`src/rtl/mult_ctrl_pkg.sv`:
```
// mult_ctrl_pkg
//   Shared types and sizing helpers for the add-shift multiplier sequencer.
//   state_t    : sequencer states (IDLE, CLR, ADD, SHIFT, HOLD)
//   N_BITS_DEF : default multiplier width
//   CNT_W      : iteration counter width for the default width
//   cnt_w()    : iteration counter width for an arbitrary width
package mult_ctrl_pkg;

  typedef enum logic [2:0] {
    IDLE  = 3'd0,
    CLR   = 3'd1,
    ADD   = 3'd2,
    SHIFT = 3'd3,
    HOLD  = 3'd4
  } state_t;

  localparam int N_BITS_DEF = 8;
  localparam int CNT_W      = $clog2(N_BITS_DEF);

  // Counter width for n iterations; never narrower than one bit.
  function automatic int cnt_w(input int n);
    return (n > 1) ? $clog2(n) : 1;
  endfunction

endpackage

```
`src/rtl/mult_ctrl_if.sv`:
```
// mult_ctrl_if
//   Bundle between the multiplier sequencer and the rest of the datapath.
//   Inputs to the sequencer : Run, ClearA_LoadB, M (B shift-out bit)
//   Strobes from sequencer  : Clr_XA, Ld_B, Ld_XA, Fn, Shift_En
//   Status from sequencer   : Busy, Done, Count
//   master : the sequencer side; slave : the datapath / switch side.
interface mult_ctrl_if
  import mult_ctrl_pkg::*;
#(
  parameter int N_BITS = N_BITS_DEF
);

  logic                      Run;
  logic                      ClearA_LoadB;
  logic                      M;
  logic                      Clr_XA;
  logic                      Ld_B;
  logic                      Ld_XA;
  logic                      Fn;
  logic                      Shift_En;
  logic                      Busy;
  logic                      Done;
  logic [cnt_w(N_BITS)-1:0]  Count;

  modport master (
    input  Run, ClearA_LoadB, M,
    output Clr_XA, Ld_B, Ld_XA, Fn, Shift_En, Busy, Done, Count
  );

  modport slave (
    output Run, ClearA_LoadB, M,
    input  Clr_XA, Ld_B, Ld_XA, Fn, Shift_En, Busy, Done, Count
  );

endinterface

```
`src/rtl/mult_ctrl_iter_counter.sv`:
```
// iter_counter
//   Iteration index for the multiplier sequencer.
//   Clk      : clock
//   i_clr    : synchronous clear (wins over enable)
//   i_en     : count up by one
//   o_count  : current iteration index
//   o_tc     : high while the index equals N_BITS-1 (last iteration)
module iter_counter
  import mult_ctrl_pkg::*;
#(
  parameter int N_BITS = N_BITS_DEF
) (
  input  logic                     Clk,
  input  logic                     i_clr,
  input  logic                     i_en,
  output logic [cnt_w(N_BITS)-1:0] o_count,
  output logic                     o_tc
);

  localparam int CW = cnt_w(N_BITS);

  logic [CW-1:0] r_count;

  always_ff @(posedge Clk) begin
    if (i_clr)
      r_count <= '0;
    else if (i_en)
      r_count <= r_count + 1'b1;
  end

  assign o_count = r_count;
  assign o_tc    = (r_count == CW'(N_BITS - 1));

endmodule

```
`src/rtl/mult_ctrl.sv`:
```
// mult_ctrl
//   Sequencer for the add-shift signed multiplier: drives the X/A/B shift
//   chain and the 9-bit adder/subtractor for N_BITS add/shift iterations
//   per Run request.
//   Clk    : clock
//   Reset  : synchronous, active-high reset
//   bus    : mult_ctrl_if master modport
//            in : Run, ClearA_LoadB, M
//            out: Clr_XA, Ld_B, Ld_XA, Fn, Shift_En, Busy, Done, Count
module mult_ctrl
  import mult_ctrl_pkg::*;
#(
  parameter int N_BITS = N_BITS_DEF
) (
  input  logic        Clk,
  input  logic        Reset,
  mult_ctrl_if.master bus
);

  localparam int CW = cnt_w(N_BITS);

  state_t          r_state;
  state_t          w_next;
  logic            w_cnt_clr;
  logic            w_cnt_en;
  logic            w_tc;
  logic [CW-1:0]   w_count;

  logic            w_clr_xa;
  logic            w_ld_b;
  logic            w_ld_xa;
  logic            w_fn;
  logic            w_shift_en;
  logic            w_busy;
  logic            w_done;

  // Reset also clears the iteration index so Count reads 0 right after it.
  iter_counter #(.N_BITS(N_BITS)) u_iter_counter (
    .Clk     (Clk),
    .i_clr   (Reset | w_cnt_clr),
    .i_en    (w_cnt_en),
    .o_count (w_count),
    .o_tc    (w_tc)
  );

  always_ff @(posedge Clk) begin
    if (Reset)
      r_state <= IDLE;
    else
      r_state <= w_next;
  end

  always_comb begin
    w_next     = r_state;
    w_cnt_clr  = 1'b0;
    w_cnt_en   = 1'b0;
    w_clr_xa   = 1'b0;
    w_ld_b     = 1'b0;
    w_ld_xa    = 1'b0;
    w_fn       = 1'b0;
    w_shift_en = 1'b0;
    w_busy     = 1'b0;
    w_done     = 1'b0;

    case (r_state)
      IDLE: begin
        // Run wins over the load request so a load never overlaps a start.
        if (bus.Run) begin
          w_next = CLR;
        end else if (bus.ClearA_LoadB) begin
          w_ld_b   = 1'b1;
          w_clr_xa = 1'b1;
        end
      end
      CLR: begin
        w_clr_xa  = 1'b1;
        w_busy    = 1'b1;
        w_cnt_clr = 1'b1;
        w_next    = ADD;
      end
      ADD: begin
        w_busy  = 1'b1;
        w_ld_xa = bus.M;
        // The multiplier MSB carries negative weight, so the last
        // partial product is subtracted.
        w_fn    = w_tc;
        w_next  = SHIFT;
      end
      SHIFT: begin
        w_busy     = 1'b1;
        w_shift_en = 1'b1;
        if (w_tc) begin
          w_cnt_clr = 1'b1;
          w_next    = HOLD;
        end else begin
          w_cnt_en  = 1'b1;
          w_next    = ADD;
        end
      end
      HOLD: begin
        w_done = 1'b1;
        // Wait for Run to drop so one level assertion gives one multiply.
        if (!bus.Run)
          w_next = IDLE;
      end
      default: begin
        w_next = IDLE;
      end
    endcase
  end

  assign bus.Clr_XA   = w_clr_xa;
  assign bus.Ld_B     = w_ld_b;
  assign bus.Ld_XA    = w_ld_xa;
  assign bus.Fn       = w_fn;
  assign bus.Shift_En = w_shift_en;
  assign bus.Busy     = w_busy;
  assign bus.Done     = w_done;
  assign bus.Count    = w_count;

endmodule

```
`src/flat_wrapper.sv`:
```
// flat-port wrapper written by rule: the top's interface ports become plain ports
module mult_ctrl_flat import mult_ctrl_pkg::*;
#(
  parameter int N_BITS = N_BITS_DEF
)
  (Clk, Reset, bus_Run, bus_ClearA_LoadB, bus_M, bus_Clr_XA, bus_Ld_B, bus_Ld_XA, bus_Fn, bus_Shift_En, bus_Busy, bus_Done, bus_Count);
  mult_ctrl_if #(.N_BITS(N_BITS)) bus_i ();
  input  logic Clk;
  input  logic Reset;
  input wire logic [$bits(bus_i.Run)-1:0] bus_Run;
  input wire logic [$bits(bus_i.ClearA_LoadB)-1:0] bus_ClearA_LoadB;
  input wire logic [$bits(bus_i.M)-1:0] bus_M;
  output wire logic [$bits(bus_i.Clr_XA)-1:0] bus_Clr_XA;
  output wire logic [$bits(bus_i.Ld_B)-1:0] bus_Ld_B;
  output wire logic [$bits(bus_i.Ld_XA)-1:0] bus_Ld_XA;
  output wire logic [$bits(bus_i.Fn)-1:0] bus_Fn;
  output wire logic [$bits(bus_i.Shift_En)-1:0] bus_Shift_En;
  output wire logic [$bits(bus_i.Busy)-1:0] bus_Busy;
  output wire logic [$bits(bus_i.Done)-1:0] bus_Done;
  output wire logic [$bits(bus_i.Count)-1:0] bus_Count;
  assign bus_i.Run = bus_Run;
  assign bus_i.ClearA_LoadB = bus_ClearA_LoadB;
  assign bus_i.M = bus_M;
  assign bus_Clr_XA = bus_i.Clr_XA;
  assign bus_Ld_B = bus_i.Ld_B;
  assign bus_Ld_XA = bus_i.Ld_XA;
  assign bus_Fn = bus_i.Fn;
  assign bus_Shift_En = bus_i.Shift_En;
  assign bus_Busy = bus_i.Busy;
  assign bus_Done = bus_i.Done;
  assign bus_Count = bus_i.Count;
  mult_ctrl #(.N_BITS(N_BITS)) u_core (.Clk(Clk), .Reset(Reset), .bus(bus_i));
endmodule
```
`config.mk`:
```
export PLATFORM = sky130hd
export DESIGN_NAME = mult_ctrl_flat
export DESIGN_NICKNAME = d
export VERILOG_FILES = /design/src/rtl/mult_ctrl_pkg.sv /design/src/rtl/mult_ctrl_if.sv /design/src/rtl/mult_ctrl_iter_counter.sv /design/src/rtl/mult_ctrl.sv /design/src/flat_wrapper.sv
export SDC_FILE = /design/constraint.sdc
export NUM_CORES = 1
export LEC_CHECK = 0
export BUFFER_PORTS_ARGS = -buffer_cell sky130_fd_sc_hd__buf_2
export CORE_AREA = 2 2 39 41
export DETAILED_ROUTE_END_ITERATION = 10
export DIE_AREA = 0 0 41 43
export PLACE_DENSITY = 0.58
export SYNTH_ARGS = -nofsm -noshare
export SYNTH_HDL_FRONTEND = slang
export SYNTH_SLANG_ARGS = --single-unit
```
`constraint.sdc`:
```
create_clock -name Clk -period 1.1 [get_ports Clk]
set_input_delay 0.22 -clock Clk [delete_from_list [all_inputs] [get_ports Clk]]
set_output_delay 0.22 -clock Clk [all_outputs]
set_load 0.02 [all_outputs]
```
Word level (Yosys, flattened, before mapping)

Cells that the tools add are included.

ROM bits: 0
Memories kept: 0
Flip-flop bits (word level): 6
Output and inout bits: 10
Memory bits (writable): 0
Input bits: 5
Latch bits: 0
Logic and storage cells: 31

Reduce and logical (&&, ||, !) cells: 3
$mul: 0
Mux-type cells: 17
Equal/unequal tests: 7
Order comparisons: 0
Bitwise gates (word level): 1
Add/subtract/negate cells: 1
Divide/modulo/power cells: 0
Shift operators: 0

Operators by type and width:

| operator              | number |
|---|---|
| $pmux W3 S5           | 1 |
| $mux W1               | 11 |
| $mux W3               | 3 |
| $eq A3 B2 Y1 const B  | 2 |
| $eq A3 B3 Y1 const B  | 2 |
| $ne A2 B2 Y1 const B  | 2 |
| $pmux W1 S2           | 2 |
| $add A3 B1 Y3 const B | 1 |
| $eq A3 B1 Y1 const B  | 1 |
| $logic_not A3 Y1      | 1 |
| $reduce_or A3 Y1      | 1 |
| $reduce_and A2 Y1     | 1 |
| $or A1 B1 Y1          | 1 |

Logic depth before layout (Yosys ltp)

Gate-level depths: netlist of the first run.

Depth in word-level cells: 4
Mapped depth: 4

Hierarchy

A second synthesis of the first run with hierarchy kept.

Cell total of the unflattened synthesis: 37
Area, all modules: 337.8 um^2

By module, submodules not included:

| module       | seq. area each (um^2) | times used | area each (um^2) | cells each |
|---|---|---|---|---|
| mult_ctrl    | 60.1                  | 1          | 212.7            | 26 |
| iter_counter | 60.1                  | 1          | 125.1            | 11 |

Least setup slack after synthesis of the first run

No wires, ideal clock.

Kind: reg-to-output
Start point: register u_core.u_iter_counter.r_count[0] (netlist: u_core.u_iter_counter.o_count[0])
End point: output port bus_Fn
Path slack: -0.461 ns
Cell stages (with the launch flop): 5
Path buffers: 0
Data arrival time: 1.341 ns
Cells stage by stage: dfxtp_1 > ha_1 > ha_1 > nand2_1 > nor3_1

Cells in the longest elaborated chain, start to end: 2

Ends and longest elaborated chain:

| item                   | line                         | RTL |
|---|---|---|
| from (decl)            | mult_ctrl_iter_counter.sv:22 | `logic [CW-1:0] r_count;` |
| from (signal assigned) | mult_ctrl_iter_counter.sv:28 | `r_count <= r_count + 1'b1;` |
| $eq A3 B3 Y1           | mult_ctrl_iter_counter.sv:32 | `assign o_tc = (r_count == CW'(N_BITS - 1));` |
| $mux W1                | mult_ctrl.sv:65              | `case (r_state)` |
| to (decl)              | flat_wrapper.sv:16           | `output wire logic [$bits(bus_i.Fn)-1:0] bus_Fn;` |

Every way passes these cells.

Worst setup path in the final report of the first run

Same ends and word-level chain as after synthesis.

==> impl_summary.md, run 1 <==
Outcome
The run finished, with violations left. The final reports fail on negative setup slack.

Setup path
Walking the worst path, the cells encountered are ha_4 > ha_4 > nand2_4 > nor3_4 > buf_6. The worst register-to-register path ends at u_core.u_iter_counter.o_count[0]. In this run the worst path has a maximum fanout of 2. The worst setup path is captured at an output pin. The kind of critical path is flip-flop to output pin.

The worst path required time is 880 ps. Among all stages on the critical path, the largest delay is contributed by sky130_fd_sc_hd__dfxtp_4. The sort of element at the start of the critical path is a flip-flop. The arrival time at the worst endpoint is 1190 ps. The origin of the critical flop-to-flop path is u_core.u_iter_counter.o_count[0]. The buffering stage count on the worst path with inverters included is 1.

Among the stages of the critical path, the cell type that occurs most often is sky130_fd_sc_hd__ha_4. Measured in cells, the most critical reg-to-reg path has a length of 5. The family with the most delay on the worst path is flip-flops. The stage delay of the slowest cell on the critical path is ~350 ps.

The worst-case register-to-register setup slack is -260 ps.

Power
The total design power is 0.000677 W. The static leakage is roughly 0.38 nW. In this run the power density over the cells is 784 mW/mm^2. The worst voltage drop across the vdd grid is 422 uV.

Floorplanning
The boundary pin count is 15. The die covers 0.00176 sq mm. After floorplanning, the core was divided into 14 placement rows.

The die is 41 um wide. The height of the die is 43 um. The total core area is ~0.0014 sq mm. The initial utilization of the core area, before any placement, comes to 26.9%.

Logic synthesis
By area the synthesized netlist is led by sky130_fd_sc_hd__dfxtp_1 (32%), sky130_fd_sc_hd__nand4bb_1 (9.1%), sky130_fd_sc_hd__ha_1 (6.7%). Synthesis inferred 6 register bits. The netlist uses 21 different library cells. The sequential share of the synthesized area is between 30% and 40%. The cell area that synthesis handed to floorplanning was about 370 sq um. The number of flops mapped to enable cells by yosys is 0. Yosys printed 0 warnings. Counting every net in the synthesized netlist gives 49.

The proportion of synthesized flip-flops having asynchronous set or reset is 0%. The proportion of netlist area held by the largest area contributor is 32.3%. The synthesized area divided by synthesized cell count is 8.85 sq um.

The instance count of the mapped netlist is 42. The synthesized design spends more area on one cell type than any other, namely sky130_fd_sc_hd__dfxtp_1. For this run, the leading register cell type out of synthesis is sky130_fd_sc_hd__dfxtp_1.

Cells and area
The area overhead of the layout relative to synthesis is 132%. The ratio of cells with drive above 1 in the final layout is 81.5%. The final net count is 89. In the final layout, flip-flops and latches occupy roughly 140 sq um. The multi-input combinational cells in the finished layout cover a total of 332 sq um. Fill cells in the final layout number roughly 120.

The number of antenna diodes in the final layout is 0.

Placed design
The number of input and output port buffers inserted is 14. Summed over all nets, the half-perimeter wirelength after detailed placement is 719 um. Routability-driven placement finished with a final weighted congestion of about 0.75. OpenSTA, run right after detailed placement, puts the worst setup slack at -126 ps.

Clock tree
After clock tree synthesis, the clock-pin slew on the worst setup and hold paths is ~50 ps. The clock tree from TritonCTS is done. The TritonCTS buffer count is 3.

CTS placed an instance of sky130_fd_sc_hd__clkbuf_4 at the clock tree root. The maximum buffer depth of the clock tree is 2. The tree built by TritonCTS fans out to 6 sinks. CTS built an H-tree with a depth of 1. Clock latency on the worst-skew pair, taken at its later pin, is 240 ps.

Detailed routing
The total DRC errors in the routed layout is 0. In this run the remaining antenna-violating nets after routing total 0. The first detailed-routing pass took 4 iterations. The post-detailed-route via-to-cell ratio is 4.75. Wires add up to ~1.2 mm.

Detailed routing inserted a total of 461 vias. The number of DRC violations after detailed-routing iteration 0 is 3. After detailed routing, the average wire length per cell comes to about 12 um.

Timing
Hold timing on the final database bottoms out at a slack of 281 ps. The final-report hold violation count is 0. Measured against its own limit, the worst slew margin works out to 86.0%.

The number of pins with negative max-slew slack in the final report came to 0. Setup violations remaining at the end of the flow were counted as 13. The worst clock skew on the final layout is 9.87 ps.

For the pin with the worst max-slew slack, the measured transition is around 210 ps. Setup repair after global routing could not meet its margin everywhere. The final critical delay including setup and external delays is between 1000 and 1500 ps.

The least setup slack across all paths after layout is -308 ps. The worst path uses 128% of the clock period. The maximum clock rate is 0.710 GHz.

Worst hold path
The hold-critical path endpoint is u_core.u_iter_counter.o_count[0]. The beginning of the worst hold path is Reset. The count of cells along the worst hold path is 3. The tightest min-delay check is of the input port to flip-flop type.

Global routing
The maximum number of pins on one net before global-route repair is 9. The via count of the first global-routing pass is 463. Global routing used 16.1% of the available tracks.

The number of antenna violations at the first check in global routing came to 0. The leftover overflow at the end of global routing is 0. The first global-routing pass estimated 1.97 mm of wire.

Run
The number of violations of the max-capacitance limit is 0.
[how the worst max path moves through the flow]
stage / startpoint / to / slack [ps] / cells past startpoint
2_1_floorplan: u_core.u_iter_counter.o_count[1] / bus_Fn / -90 / 4
3_3_place_gp: u_core.u_iter_counter.o_count[1] / bus_Fn / -110 / 5
3_5_place_dp: u_core.u_iter_counter.o_count[1] / bus_Fn / -130 / 5
4_1_cts: u_core.u_iter_counter.o_count[0] / bus_Fn / -300 / 5
5_1_grt: u_core.u_iter_counter.o_count[0] / bus_Fn / -380 / 5
6_report: u_core.u_iter_counter.o_count[0] / bus_Fn / -310 / 5
[per-layer routing]
| metal | track usage (%) | wire, um | part of all wire (%) |
|---|---|---|---|
| met2 | 27.2 | 656 | 56 |
| met4 | 6.00 | 0 | 0 |
| met5 | 0 | 0 | 0 |
| met3 | 3.14 | 24 | 2.1 |
| met1 | 18.7 | 489 | 42 |
[cell usage after synthesis, types with 2 or more instances]
library cell                instances
sky130_fd_sc_hd__dfxtp_1            6
sky130_fd_sc_hd__inv_1              3
sky130_fd_sc_hd__nand2b_1           3
sky130_fd_sc_hd__nand4bb_1          3
sky130_fd_sc_hd__nor2_1             3
sky130_fd_sc_hd__nor4_1             3
sky130_fd_sc_hd__and2_1             2
sky130_fd_sc_hd__buf_2              2
sky130_fd_sc_hd__ha_1               2
sky130_fd_sc_hd__nand2_1            2
sky130_fd_sc_hd__nor3_1             2
sky130_fd_sc_hd__o32ai_1            2
[placed cells by master, fill, tap and decap left out]
| cell type | n |
|---|---|
| sky130_fd_sc_hd__nor4_1 | 2 |
| sky130_fd_sc_hd__buf_6 | 15 |
| sky130_fd_sc_hd__nor3_4 | 1 |
| sky130_fd_sc_hd__o22ai_2 | 1 |
| sky130_fd_sc_hd__nor2b_4 | 1 |
| sky130_fd_sc_hd__ha_4 | 2 |
| sky130_fd_sc_hd__clkbuf_1 | 1 |
| sky130_fd_sc_hd__o32ai_2 | 2 |
| sky130_fd_sc_hd__or4b_4 | 1 |
| sky130_fd_sc_hd__and2_4 | 2 |
| sky130_fd_sc_hd__buf_4 | 18 |
| sky130_fd_sc_hd__nor2_4 | 1 |
| sky130_fd_sc_hd__nor2_1 | 1 |
| sky130_fd_sc_hd__nor3_2 | 1 |
| sky130_fd_sc_hd__nand4b_1 | 1 |
| sky130_fd_sc_hd__dfxtp_2 | 1 |
| sky130_fd_sc_hd__nand4bb_1 | 3 |
| sky130_fd_sc_hd__nor4_4 | 1 |
| sky130_fd_sc_hd__clkbuf_2 | 1 |
| sky130_fd_sc_hd__nand2b_4 | 1 |
| sky130_fd_sc_hd__nand2b_1 | 2 |
| sky130_fd_sc_hd__clkbuf_4 | 3 |
| sky130_fd_sc_hd__buf_2 | 5 |
| sky130_fd_sc_hd__dfxtp_4 | 5 |
| sky130_fd_sc_hd__and3_1 | 1 |
| sky130_fd_sc_hd__nand2_4 | 1 |
| sky130_fd_sc_hd__nor2_2 | 1 |
| sky130_fd_sc_hd__a21oi_1 | 1 |
| sky130_fd_sc_hd__a211oi_2 | 1 |
| sky130_fd_sc_hd__inv_1 | 3 |
| sky130_fd_sc_hd__nand2_2 | 1 |
[kinds of logic (layout without fill, tap and decap cells)]
logic type	after synthesis	after routing	share of synthesized area (%)
adder cells (fa/ha/maj)	2	2	6.73
flip-flops	6	6	32.3
AND/OR/NAND/NOR	22	22	39.7
AO/OA/AOI/OAI	5	5	11.4
buffers and inverters	7	46	9.76
[worst reg2reg max path, stage by stage, from the launching register on]
cell                      delay (ps)
sky130_fd_sc_hd__dfxtp_4         350
sky130_fd_sc_hd__buf_4           130
sky130_fd_sc_hd__buf_6           100
sky130_fd_sc_hd__buf_6           100
sky130_fd_sc_hd__or4b_4          470
sky130_fd_sc_hd__o22ai_2         140
[metrics by stage]
stage	util, %	area, sq um	std cells	setup TNS (ps)
2_1_floorplan	-	463	42	-117
4_1_cts	59.3	821	95	-2080
6_report	62.4	863	97	-2410
3_3_place_gp	46.7	646	85	-565
3_5_place_dp	46.7	646	85	-749
5_1_grt	62.4	863	97	-3130
[state kept, by name (all words and copies together), names as in the netlist]
name                           cells
u_core.u_iter_counter.o_count      3
u_core.r_state                     3
[where the power goes]
part           internal, W  switching, W  total (W)
Combinational     0.000128     0.0000924   0.000221
Clock             0.000138     0.0000832   0.000221
Sequential        0.000219     0.0000168   0.000236
[layout make-up]
| type | count | share of cell area (%) |
|---|---|---|
| clock buffer | 4 | 3.04 |
| inverter | 3 | 1.30 |
| multi-input combinational | 29 | 38.4 |
| sequential | 6 | 16.2 |
| tap | 16 | 2.32 |
| timing repair buffer | 39 | 38.7 |
[what timing repair did]
action,in CTS,in global routing
pin swaps,14,4
setup buffers,6,3
hold buffers,0,0
gates cloned,0,0
gates resized for setup,32,9
setup endpoints to repair,10,14
(Power assumes the default switching activity.)
==> run 2: changes to the inputs <==
--- a/config.mk
+++ b/config.mk
@@ -9,7 +9,9 @@
 export CORE_AREA = 2 2 39 41
 export DETAILED_ROUTE_END_ITERATION = 10
 export DIE_AREA = 0 0 41 43
+export GPL_TIMING_DRIVEN = 0
 export PLACE_DENSITY = 0.58
+export SLEW_MARGIN = 20
 export SYNTH_ARGS = -nofsm -noshare
 export SYNTH_HDL_FRONTEND = slang
 export SYNTH_SLANG_ARGS = --single-unit
==> run 2 against run 1 <==
Effect of this change: the run still ends with negative setup slack left; global-route usage is 3.8 points lower; setup slack better by 10 ps; worst hold slack worse by 88 ps; cell count is 12% lower; sequential share of layout area is 0.41 points higher; register-to-register slack hardly changed; via count is 7.4% lower; first-iteration DRC count is 33% lower; non-clock buffer count is 12 lower; count of clock-buffer cells in the layout stayed put; routed wire length is 3.5% lower.
==> impl_summary.md, run 2 (synthesis results as in run 1) <==
Outcome
The flow ran to the end, but the final reports show violations. The checks that failed: negative setup slack.

Timing
The final critical delay including setup and external delays was 1400 ps (-10.2 ps). The worst clock skew on the final layout is 10.7 ps (+0.788 ps). The worst max-slew margin expressed relative to the limit is 85.3% (-0.66 points). The number of pins with negative max-slew slack in the final report was 0 (unchanged).

The slew at the pin closest to its max-slew limit is 218 ps (+9.81 ps). The accumulated negative setup slack is -2310 ps (+100 ps). The least setup slack across all paths after layout is -297 ps (+10.2 ps). The final cycle utilization of the critical path is 127% (-0.92 points).

Setup repair after global routing could not meet its margin everywhere. The count of final setup violators was 12 (-1). The final-report hold violation count is 0 (unchanged). The maximum clock rate is 0.716 GHz (+0.73%).

Floorplanning
The total core area is 0.00138 sq mm (unchanged). The height of the die is 43 um (unchanged). The effective utilization at floorplan is 26.9% (unchanged). The x dimension of the die is 41 um (unchanged). The number of rows created at floorplan was 14 (unchanged). The boundary pin count is 15 (unchanged).

The die area is 0.00176 sq mm (unchanged).

Cells and area
The number of antenna repair diodes is 0 (unchanged). The ratio of cells with drive above 1 in the final layout came to 84.1% (+2.6 points). The final net count came to 77 (-13%). The layout filler cell count came to 116 (+0.87%).

The leading cell type in the layout, fill and taps excluded is sky130_fd_sc_hd__buf_6. The area overhead of the layout relative to synthesis is 119%. Leaving out fill and tap cells, the most frequent cells in the layout are sky130_fd_sc_hd__buf_6 (10), sky130_fd_sc_hd__buf_4 (8), sky130_fd_sc_hd__buf_2 (5).

Clock tree
The TritonCTS buffer count came to 3 (unchanged). The maximum buffer depth of the clock tree is 2 (unchanged). The depth of the CTS H-tree is 1 (unchanged). The clock root buffer master is sky130_fd_sc_hd__clkbuf_4. The number of sinks on the clock net is 6 (unchanged). The hold-fix buffer count after cts is 0 (unchanged). The clock-pin slew on the worst setup and hold paths is 50 ps (about the same). The worst-skew pair later-pin latency is 250 ps (about the same). TritonCTS built the clock tree.

Detailed routing
The post-detailed-route via-to-cell ratio is 5.02 (+5.7%). The amount of wire on met3 after detailed routing is 35 um (+46%). The average wire length per cell after detail routing is 13.3 um (+10%). The overall via count from detail_route is 427 (-7.4%). The wire length the detailed router placed on met1 is 457 um (-6.5%). The wire length on met2 is 637 um (-2.9%). The detailed-route wire length is 1.13 mm (-3.5%).

The total DRC errors in the routed layout came to 0 (unchanged). The number of search-and-repair iterations in the first detailed-routing pass is 3 (-1). The number of antenna-violating nets in the routed design came to 0 (unchanged).

The highest metal layer with signal wires is met3. The number of DRC violations after detailed-routing iteration 0 is 2 (-1).

Placed design
The routability congestion estimate is 0.706 (-6.3%). The number of input and output port buffers inserted is 13 (-1). The worst setup slack after placement is -189 ps (-62.6 ps). The post-detailed-placement half-perimeter wirelength is 628 um (-13%).

Setup path
The maximum fanout encountered on the critical timing path is 2 (unchanged). The worst-case register-to-register setup slack is -260 ps (about the same). The category of the worst setup path capture point is an output pin. The most critical setup path has its endpoint at bus_Fn. The endpoint identified for the worst register-to-register timing path is u_core.r_state[1]. The worst path required time is 880 ps (about the same). STA classifies the critical path startpoint as a flip-flop. In this run the critical register-to-register path is launched from u_core.u_iter_counter.o_count[0]. The launch point of the worst path is u_core.u_iter_counter.o_count[0].

The number of cell instances on the worst register-to-register path is 6 (+1). The arrival time at the worst endpoint is 1180 ps (about the same). The kind of critical path is flip-flop to output pin.

Global routing
The via count of the first global-routing pass is 372 (-20%). The number of antenna violations at the first check in global routing is 0 (unchanged). The leftover overflow at the end of global routing came to 0 (unchanged).

The maximum number of pins on one net before global-route repair is 11 (+2). The global-route usage over all layers was 12.3% (-3.8 points). The global-route wire length before repair is 1.45 mm (-26%).

Power
The static leakage is 0.311 nW (-18%). The worst voltage drop across the vdd grid is 585 uV (+39%). The power density over cell area is 837 mW/mm^2 (+6.8%).

Worst hold path
The classification of the worst-slack hold path is input port to flip-flop.

Run
The number of violations of the max-capacitance limit came to 0 (unchanged).
## run 2: cell count changes in the layout (fill, tap and decap cells not counted), sizes merged
cell    delta
buf       -13
clkbuf     +1
## run 2: repair_timing
item / 4_1_cts / 5_1_grt
pin swaps: 5 / 10
gates cloned: 1 / 1
buffers inserted: 6 / 2
setup endpoints to repair: 11 / 13
gates resized for setup: 21 / 20
## run 2: final cells by class
cell class / count / area [sq um] / share of cell area, %
Sequential cell: 6 / 135 / 16.6
Buffer: 4 / 52.6 / 6.47
Inverter: 3 / 13.8 / 1.69
Clock buffer: 4 / 26.3 / 3.24
Timing Repair Buffer: 23 / 208 / 25.6
Tap cell: 16 / 20.0 / 2.47
Multi-Input combinational cell: 29 / 357 / 43.9
## run 2: where the power goes
part | switching, W | internal [W]
logic | 0.000102 | 0.000125
registers | 0.0000109 | 0.000222
clock network | 0.0000818 | 0.000138
total | 0.000195 | 0.000485
## run 2: worst min path at each step
stage / from / endpoint / cells after the start
after detailed placement: Reset / u_core.r_state[2] / 2
after CTS: Reset / u_core.r_state[2] / 2
after global placement: Reset / u_core.r_state[2] / 2
after global routing: Reset / u_core.r_state[2] / 2
after floorplan: bus_Run / u_core.r_state[0] / 2
final: Reset / u_core.r_state[2] / 2
## run 2: metrics by stage
stage | power [W] | instances | hold slack [ps] | cell area, sq um | utilization, %
floorplan | 0.000328 | 42 | 383 | 463 | -
global placement | 0.000361 | 71 | 433 | 548 | 39.6
detailed placement | 0.000361 | 71 | 433 | 548 | 39.6
CTS | 0.000643 | 82 | 179 | 702 | 50.7
global route | 0.000720 | 85 | 189 | 812 | 58.7
finish | 0.000680 | 85 | 193 | 812 | 58.7
## run 2: critical path: stages, from the launching register on
cell	delay, ps
sky130_fd_sc_hd__dfxtp_4	360
sky130_fd_sc_hd__ha_4	140
sky130_fd_sc_hd__ha_4	130
sky130_fd_sc_hd__nand2_2	50
sky130_fd_sc_hd__nor3_4	110
sky130_fd_sc_hd__buf_6	140
## run 2: layer usage
metal / GRT usage (%) / vias up
met5: 0 / -
met4: 8.00 / 0
met3: 1.57 / 0
met2: 20.0 / 10
met1: 13.9 / 210
li1: - / 207
==> run 3: changes to the inputs <==
--- a/config.mk
+++ b/config.mk
@@ -9,9 +9,10 @@
 export CORE_AREA = 2 2 39 41
 export DETAILED_ROUTE_END_ITERATION = 10
 export DIE_AREA = 0 0 41 43
-export GPL_TIMING_DRIVEN = 0
-export PLACE_DENSITY = 0.58
+export GPL_TIMING_DRIVEN = 1
+export PLACE_DENSITY = 0.53
 export SLEW_MARGIN = 20
 export SYNTH_ARGS = -nofsm -noshare
 export SYNTH_HDL_FRONTEND = slang
+export SYNTH_HIERARCHICAL = 1
 export SYNTH_SLANG_ARGS = --single-unit
==> constraint.sdc (replaced) <==
create_clock -name Clk -period 1.3 [get_ports Clk]
set_input_delay 0.26 -clock Clk [delete_from_list [all_inputs] [get_ports Clk]]
set_output_delay 0.26 -clock Clk [all_outputs]
set_load 0.02 [all_outputs]
==> run 3 against run 2 <==
Effect of this change: the flow still finishes with violations (negative setup slack); worst hold slack improved by 52 ps; first-iteration DRC count is 50% lower; via count shrank 11%; final area shrank 20%; critical endpoint unchanged.
==> impl_summary.md, run 3 <==
Cells and area
The number of antenna repair diodes is 0 (unchanged). Compared with the post-synthesis result, the final layout area differs by 91.1%. In the layout the commonest cells are sky130_fd_sc_hd__buf_4 (9), sky130_fd_sc_hd__buf_6 (9), sky130_fd_sc_hd__buf_2 (8).

The layout filler cell count is 145 (+25%). The post-route non-filler standard cell count is 81 (-4.7%). The ratio of cells with drive above 1 in the final layout is 64.6% (-19 points). The core utilization of the finished layout is 46.7% (-12 points). The area occupied by registers is 136 sq um (+0.93%). The multi-input logic area is 246 sq um (-31%). The final net count is 73 (-5.2%).

Timing
The worst clock skew on the final layout is 2.01 ps (-8.65 ps). The least setup slack across all paths after layout is -130 ps (+168 ps). The final cycle utilization of the critical path is 110%. The final-report hold violation count came to 0 (unchanged). The final critical delay including setup and external delays is 1430 ps. The count of final setup violators is 9 (-3).

The number of pins with negative max-slew slack in the final report is 0 (unchanged). The maximum clock rate is 0.699 GHz. Setup repair after global routing could not meet its margin everywhere. The smallest hold slack is 246 ps (+52.4 ps). The slew at the pin closest to its max-slew limit is 255 ps (+36.9 ps). The worst max-slew margin expressed relative to the limit came to 82.8% (-2.5 points).

Logic synthesis
The synthesized area divided by synthesized cell count is 9.13 sq um (+3.2%). The count of cell types in the netlist was 19 (-9.5%). The proportion of synthesized flip-flops having asynchronous set or reset was 0% (unchanged). The number of synthesized register bits is 6 (unchanged).

The proportion of netlist area held by the largest area contributor is 35.6% (+3.2 points). The largest total area in the synthesized netlist belongs to sky130_fd_sc_hd__dfxtp_1. The sequential share of the synthesized area is 35.6% (+3.2 points). The number of flops mapped to enable cells by yosys is 0 (unchanged). The post-synthesis instance area is 338 sq um (-9.1%). The instance count of the mapped netlist is 37 (-12%).

The most frequently used flop master after synthesis is sky130_fd_sc_hd__dfxtp_1. The count of synthesis-stage warnings from yosys is 6 (+6). Yosys attributes the largest share of cell area to sky130_fd_sc_hd__dfxtp_1 (36%), sky130_fd_sc_hd__ha_1 (7.4%), sky130_fd_sc_hd__nor2_1 (6.7%). The number of nets in the synthesized netlist is 44 (-10%).

By count the netlist is led by sky130_fd_sc_hd__dfxtp_1 (6), sky130_fd_sc_hd__nor2_1 (6), sky130_fd_sc_hd__nor4_1 (3).

Placed design
The number of placed instances, taps included is 69 (-2.8%). The routability congestion estimate came to 0.645 (-8.7%). The post-detailed-placement half-perimeter wirelength came to 581 um (-7.5%).

The number of input and output port buffers inserted is 14 (+1).

Power
The portion of total power attributed to sequential cells is 38.4% (+4.1 points). The clock share of power was 37.3% (+5.1 points). The total design power is 0.000511 W (-25%). The power dissipated by switching net loads is 0.000142 W (-27%). The static leakage is 0.289 nW (-7.1%). The worst voltage drop across the vdd grid is 381 uV (-35%).

The total internal power came to 0.000369 W (-24%). The power density over cell area is 792 mW/mm^2 (-5.5%). The share of total power consumed by net switching was 27.9% (-0.81 points). The proportion of power drawn by combinational gates came to 24.2% (-9.3 points).

Clock tree
The TritonCTS buffer count was 3 (unchanged). The number of sinks on the clock net was 6 (unchanged). In this run the clock root is driven by a sky130_fd_sc_hd__clkbuf_4. The maximum buffer depth of the clock tree is 2 (unchanged). The clock-pin slew on the worst setup and hold paths was 50 ps (about the same). The depth of the CTS H-tree was 1 (unchanged). The hold-fix buffer count after cts is 0 (unchanged). The clock tree from TritonCTS is done.

The worst-skew pair later-pin latency is 250 ps (about the same).

Detailed routing
The overall via count from detail_route is 379 (-11%). The post-detailed-route via-to-cell ratio is 4.68 (-6.9%). The number of DRC violations after detailed-routing iteration 0 was 1 (-1). The detailed-route wire length came to 943 um (-16%).

The average wire length per cell after detail routing came to 11.6 um (-12%). The number of search-and-repair iterations in the first detailed-routing pass is 2 (-1). The total DRC errors in the routed layout is 0 (unchanged). The number of antenna-violating nets in the routed design was 0 (unchanged).

Setup path
The capturing instance or port of the critical path is bus_Fn. The launch point of the worst path is u_core/u_iter_counter/o_count[1]. In this run the critical register-to-register path is launched from u_core/u_iter_counter/o_count[1]. The number of cell instances on the worst register-to-register path was 6 (unchanged). The sort of element at the start of the critical path is a flip-flop.

The worst path required time came to 1040 ps (+160 ps). The maximum fanout encountered on the critical timing path was 2 (unchanged). The arrival time at the worst endpoint is 1170 ps (about the same). In this run the critical register-to-register path is captured at u_core/u_iter_counter/o_count[2]. The worst-case register-to-register setup slack is -80 ps (+180 ps). STA classifies the critical path endpoint as an output pin.

The kind of critical path is flip-flop to output pin.

Global routing
The leftover overflow at the end of global routing came to 0 (unchanged). The global-route usage over all layers was 13.1% (+0.82 points). The global-route wire length before repair is 1.47 mm (+1.4%). The via count of the first global-routing pass is 371 (-0.27%). The number of antenna violations at the first check in global routing is 0 (unchanged). The maximum number of pins on one net before global-route repair is 7 (-4).

Floorplanning
The x dimension of the die came to 41 um (unchanged). The total core area is 0.00138 sq mm (unchanged). The boundary pin count is 15 (unchanged).

The die area was 0.00176 sq mm (unchanged). The effective utilization at floorplan is 24.4% (-2.4 points). The number of rows created at floorplan is 14 (unchanged).

The height of the die is 43 um (unchanged).

Run
The number of violations of the max-capacitance limit is 0 (unchanged).

Outcome
The run finished, with violations left. The final reports fail on negative setup slack.

Worst hold path
The classification of the worst-slack hold path is input port to flip-flop.
## run 3: kinds of logic (layout without fill, tap and decap cells)
family	Yosys count	in the layout	synth area share, %
DFF	6	6	35.6
buffers and inverters	4	32	7.78
and+or+nand+nor	19	19	33.0
muxes	2	2	5.93
AOI/OAI and AO/OA	3	3	7.78
xor gates and xnor gates	1	1	2.59
adders and majority gates	2	2	7.41
## run 3: how the worst min path moves through the flow
stage                                startpoint                               end  slack, ps  cells past startpoint
2_1_floorplan                             Reset                 u_core/r_state[1]        340                      1
3_3_place_gp   u_core/u_iter_counter/o_count[1]  u_core/u_iter_counter/o_count[1]        490                      2
3_5_place_dp   u_core/u_iter_counter/o_count[1]  u_core/u_iter_counter/o_count[1]        500                      2
4_1_cts                                   Reset                 u_core/r_state[0]        220                      2
5_1_grt                                   Reset                 u_core/r_state[0]        240                      2
6_report                                  Reset                 u_core/r_state[0]        250                      2
## run 3: timing repair
action,4_1_cts,5_1_grt
cloned,0,0
gates resized for setup,19,7
endpoints found under the setup margin,9,11
pin swaps,6,3
buffers inserted,6,2
## run 3: worst max-delay path, cell delays in order (launching register included)
cell and delay (ps):
sky130_fd_sc_hd__dfxtp_4 350, sky130_fd_sc_hd__ha_4 160, sky130_fd_sc_hd__ha_4 150, sky130_fd_sc_hd__and4_1 150
sky130_fd_sc_hd__buf_6 130
## run 3: layer usage
layer  track usage [%]  part of all wire (%)  vias to the layer above
li1                  -                     -                      188
met1              12.9                    39                      172
met4              10.0                   1.1                        0
met3              4.71                   8.0                        2
met2              20.6                    52                       17
met5                 0                     0                        -
## run 3: power by group through the flow
stage | combinational, W | sequential [W] | clock [W]
finish | 0.000124 | 0.000197 | 0.000191
global route | 0.000133 | 0.000197 | 0.000213
CTS | 0.000111 | 0.000197 | 0.000200
detailed placement | 0.0000842 | 0.000202 | 0
global placement | 0.0000846 | 0.000202 | 0
floorplan | 0.0000548 | 0.000200 | 0
## run 3: final cells by class
type	instances	area share, %
well taps	16	3.10
inverters	2	1.16
multi-input cells	27	38.2
repair buffers	26	32.4
flip-flops and latches	6	21.1
clock buffers	4	4.07
## run 3: stage by stage
stage | setup WS (ps) | setup TNS (ps) | area, sq um
after global routing | -173 | -1090 | 646
after CTS | -144 | -617 | 599
final | -130 | -545 | 646
after floorplan | 3.91 | 0 | 357
after detailed placement | 8.82 | 0 | 458
after global placement | 7.42 | 0 | 458
